==> config.mk <==
export PLATFORM = sky130hd
export DESIGN_NAME = dff_en_led
export DESIGN_NICKNAME = d
export VERILOG_FILES = /design/src/rtl/dff_en_led_pkg.sv /design/src/rtl/dff_en_led_key_sync.sv /design/src/rtl/dff_en_led.sv
export SDC_FILE = /design/constraint.sdc
export NUM_CORES = 1
export LEC_CHECK = 0
export CORE_AREA = 2 2 39 41
export CTS_CLUSTER_DIAMETER = 150
export DETAILED_ROUTE_END_ITERATION = 12
export DIE_AREA = 0 0 41 43
export PLACE_DENSITY = 0.3
export SETUP_SLACK_MARGIN = 0.05
export SYNTH_ARGS = -nofsm -noshare
export SYNTH_HDL_FRONTEND = slang
export SYNTH_SLANG_ARGS = --single-unit
==> constraint.sdc <==
create_clock -name clk50m_i -period 0.8 [get_ports clk50m_i]
set_clock_uncertainty 0.15 [all_clocks]
set_input_delay 0.12 -clock clk50m_i [delete_from_list [all_inputs] [get_ports clk50m_i]]
set_output_delay 0.12 -clock clk50m_i [all_outputs]
set_load 0.02 [all_outputs]
==> src/rtl/dff_en_led_pkg.sv <==
// Shared constants for the dff_en_led key/LED demo: default sizes, enable
// bit position and the all-zeros reset level used by every register.
package dff_en_led_pkg;

  localparam int WIDTH_DEFAULT       = 4;
  localparam int SYNC_STAGES_DEFAULT = 2;

  // Enable/flag bit position for the default width.
  localparam int EN_BIT_DEFAULT = WIDTH_DEFAULT - 1;

  localparam logic RESET_BIT = 1'b0;
  localparam logic [WIDTH_DEFAULT-1:0] RESET_VALUE_DEFAULT = {WIDTH_DEFAULT{RESET_BIT}};

  // Top key of any width acts as the load enable.
  function automatic int en_index(input int width);
    return width - 1;
  endfunction

endpackage

==> src/rtl/dff_en_led_key_sync.sv <==
// key_sync: per-bit multi-flop synchronizer with synchronous active-high
// reset; every stage clears to zero so the pipeline refills from a known state.
module key_sync
  import dff_en_led_pkg::*;
#(
  parameter int WIDTH  = WIDTH_DEFAULT,
  parameter int STAGES = SYNC_STAGES_DEFAULT
) (
  input  logic             clk,
  input  logic             rst,
  input  logic [WIDTH-1:0] din,
  output logic [WIDTH-1:0] dout
);

  logic [WIDTH-1:0] stage_q [STAGES];

  always_ff @(posedge clk) begin
    if (rst) begin
      for (int i = 0; i < STAGES; i++) begin
        stage_q[i] <= {WIDTH{RESET_BIT}};
      end
    end else begin
      stage_q[0] <= din;
      for (int i = 1; i < STAGES; i++) begin
        stage_q[i] <= stage_q[i-1];
      end
    end
  end

  assign dout = stage_q[STAGES-1];

endmodule

==> src/rtl/dff_en_led.sv <==
// dff_en_led: 4-key/4-LED clock-enable register demo. Define
// DFF_EN_LED_KEY_SYNC_EN to pass the keys through the key_sync chain first.
module dff_en_led
  import dff_en_led_pkg::*;
#(
  parameter int WIDTH       = WIDTH_DEFAULT,
  parameter int SYNC_STAGES = SYNC_STAGES_DEFAULT
) (
  input  logic             clk50m_i,
  input  logic             rst_i,
  input  logic [WIDTH-1:0] key_i,
  output logic [WIDTH-1:0] led_o
);

  localparam int EN_IDX = en_index(WIDTH);

  // Elaboration-time guard on the parameter minimums.
  if (WIDTH < 2 || SYNC_STAGES < 2) begin : g_param_check
    $error("dff_en_led: WIDTH and SYNC_STAGES must both be at least 2");
  end

  logic [WIDTH-1:0] key_cond;
  logic             en;
  logic [WIDTH-2:0] d;
  logic [WIDTH-2:0] q;
  logic             loaded;

`ifdef DFF_EN_LED_KEY_SYNC_EN
  key_sync #(
    .WIDTH  (WIDTH),
    .STAGES (SYNC_STAGES)
  ) u_key_sync (
    .clk  (clk50m_i),
    .rst  (rst_i),
    .din  (key_i),
    .dout (key_cond)
  );
`else
  assign key_cond = key_i;
`endif

  assign en = key_cond[EN_IDX];
  assign d  = key_cond[EN_IDX-1:0];

  // Enable gates the load; reset wins over enable and masks any X on the keys.
  always_ff @(posedge clk50m_i) begin
    if (rst_i) begin
      q      <= {(WIDTH-1){RESET_BIT}};
      loaded <= RESET_BIT;
    end else if (en) begin
      q      <= d;
      loaded <= 1'b1;
    end
  end

  assign led_o = {loaded, q};

endmodule

Word level (Yosys, flattened, before mapping)

Index checks and enable logic that the tools add are counted.

Register bits after elaboration: 4
Bits of input ports: 6
Output and inout bits: 4
Logic and storage cells: 2

Logic depth before layout (Yosys ltp)

Word-level depth: 0
Depth in mapped cells: 2
Mapped depth without buffers: 2

Least setup slack after synthesis

Ideal clock, no wire load.

Path type: register -> register
From: reg q[0] (netlist name)
To: reg q[0]
Library setup time: 64 ps
Arrival time: 581 ps
Data required time: 586 ps
Setup slack: 5 ps
Stages on the path, launching flop included: 3
Buffers on the path: 0
Period minus slack after synthesis: 795 ps
Cells stage by stage: dfxtp_1 > mux2i_1 > nor2_1

RTL lines:

| element                | line             | source |
|---|---|---|
| end signal: assignment | dff_en_led.sv:48 | `q <= {(WIDTH-1){RESET_BIT}};` |
| end: declaration       | dff_en_led.sv:25 | `logic [WIDTH-2:0] q;` |

Worst setup path in the final report

From: reg q[2]
To: out led_o[2]

RTL lines:

| element          | line             | source |
|---|---|---|
| end: declaration | dff_en_led.sv:12 | `output logic [WIDTH-1:0] led_o` |

No word-level cell between the ends.

==> results.json <==
{
  "path_buf_inv": 1,
  "seqCellArea_um2": 85.1,
  "synthAdderAreaFrac_pct": 0,
  "power_uw": 555,
  "multi_input_area_um2": 48.8,
  "path_delay_family": "flip-flops",
  "placed_cell_area_um2": 250,
  "setup_slack_ps": -142,
  "cts-root-buf": "clkbuf_4",
  "path_clk_slew_ps": 40,
  "cts_buffers": 3,
  "ys.warnings.count": 0,
  "timing.hold.ws_ps": 78.6,
  "slowest_stage": "dfxtp_2",
  "timing.max_cap.violations": 0,
  "postSynthCellCount": 13,
  "min_period_ps": 942,
  "rsz0062_at_grt": "true",
  "power_density_nw_per_um2": 2040,
  "antenna_found_initial": 0,
  "fmax_mhz": 1060,
  "route.vias.total": 119,
  "critPathMaxStageDelay_ps": 330,
  "ys_ff_latch": 4,
  "cts_hold_buffers": 0,
  "area_growth_pct": 100,
  "slew_violations": 0,
  "grt_pass1_vias": 111,
  "dr.pass1.iters": 4,
  "viasPerCell": 2.90,
  "cp_max_fo": 2,
  "fin_tns_setup_ps": -538,
  "cts_max_level": 1,
  "grt_max_degree": 5,
  "path_class": "register to output pin",
  "tightest_slew_ps": 131,
  "fillers": 156,
  "synth_area_um2": 136,
  "overflow": 0,
  "dieHeight_um": 43,
  "crit_chain": "buf_6",
  "clk_latency_ps": 230,
  "drt_iter0_drc": 1,
  "synth_xor_area_share_pct": 0,
  "syn_nets": 19,
  "grtUsageTotal_pct": 4.51,
  "synth_compound_area_share_pct": 0,
  "drive_gt1_share_pct": 52.0,
  "slew_headroom_pct": 91.0,
  "worstHoldStart": "key_i[3]",
  "clkSinkCount": 4,
  "die_w_um": 41,
  "initial_core_util_pct": 9.86,
  "postSynthAreaPerCell_um2": 10.5,
  "grt_pass1_wl_um": 400,
  "gp_congestion": 0.486,
  "port_buffers": 9,
  "synthMuxAreaShare_pct": 22.0,
  "layout.nets": 33,
  "wirelength_um": 318,
  "failed_checks": "negative setup slack",
  "drtAntennaViolNets": 0,
  "layoutNonFillerInstCount": 41,
  "cts_setup_buffers": 0,
  "drc": 0,
  "p_leak_nw": 0.125,
  "status": "finished, violations left",
  "num_rows": 14,
  "ioPinCount": 10,
  "final.period_utilization_pct": 118,
  "rr_startpoint": "q[0]",
  "synth_top_family_by_area": "multiplexers",
  "yosysSeqAreaShare_pct": 58.7,
  "final_core_util_pct": 19.7,
  "hold_violations": 0,
  "design_area_um2": 273,
  "end_kind": "output pin",
  "post-place-ws_ps": -459,
  "dp_cells": 38,
  "cts_buffer_depth": 2,
  "min_path_type": "primary input to register",
  "synth_cell_types": 4,
  "die-area_um2": 1760,
  "antenna_cells": 0,
  "finalSetupViolCount": 4,
  "cp.arrival_ps": 670,
  "required_ps": 530,
  "max-vdd-ir-drop_mv": 0.328,
  "wl_per_cell_um": 7.76,
  "crit_path_start": "q[2]",
  "core_um2": 1380,
  "cts_tree": "done",
  "synth-simple-area-share_pct": 13.8,
  "cp-start-kind": "register"
}
cells in the final DEF, fill, tap and decap left out:
master,n
buf_4,1
buf_6,4
clkbuf_2,1
clkbuf_4,3
clkdlybuf4s50_1,3
dfxtp_2,4
dlygate4sd2_1,1
mux2i_1,3
nor2_1,5
timing repair:
action / 4_1_cts / 5_1_grt
pin swaps: 0 / 1
setup endpoints to repair: 8 / 8
resized for setup: 27 / 2
final timing paths:
path	end	slack, ps	cells past startpoint
max reg2reg	q[0]	50	2
max	led_o[2]	-140	1
min reg2reg	loaded	320	2
min	q[1]	80	3
tightest hold or removal path: cells and delay by family:
family	cells	cell delay, ps
multiplexers	1	80
AND/OR/NAND/NOR	1	70
buffers and inverters	1	140
metal layers:
layer  global-route usage, %  part of all wire [%]  wire (um)  vias up
met5                       0                     0          0        -
met4                    10.0                     0          0        0
met3                    3.14                   6.3         20        0
met2                    3.75                    57        181        3
met1                    3.85                    37        117       51
li1                        -                     -          -       65
synth_stat cells:
cell,count,share of area (%)
mux2i_1,3,22
buf_4,1,5.5
nor2_1,5,14
dfxtp_1,4,59
power by group:
| group | internal [mW] | switching, mW | leakage (nW) | total (mW) |
|---|---|---|---|---|
| Clock | 0.167 | 0.0763 | 0.0138 | 0.244 |
| Sequential | 0.216 | 0.00813 | 0.0344 | 0.224 |
| Combinational | 0.0524 | 0.0352 | 0.0771 | 0.0876 |
registers in the layout, summed over array words and instances (netlist names):
name	count
loaded	1
q	3
layout make-up:
class                   count  share of cell area [%]
repair buffers             10                    35.3
clock buffers               3                    8.26
flip-flops and latches      4                    31.2
multi-input cells           8                    17.9
well taps                  16                    7.34
kinds of logic (layout without fill, tap and decap cells):
group                  Yosys count  count (layout)
buffers and inverters            1              13
DFF                              4               4
muxes                            3               3
and+or+nand+nor                  5               5
(Power assumes the default switching activity.)
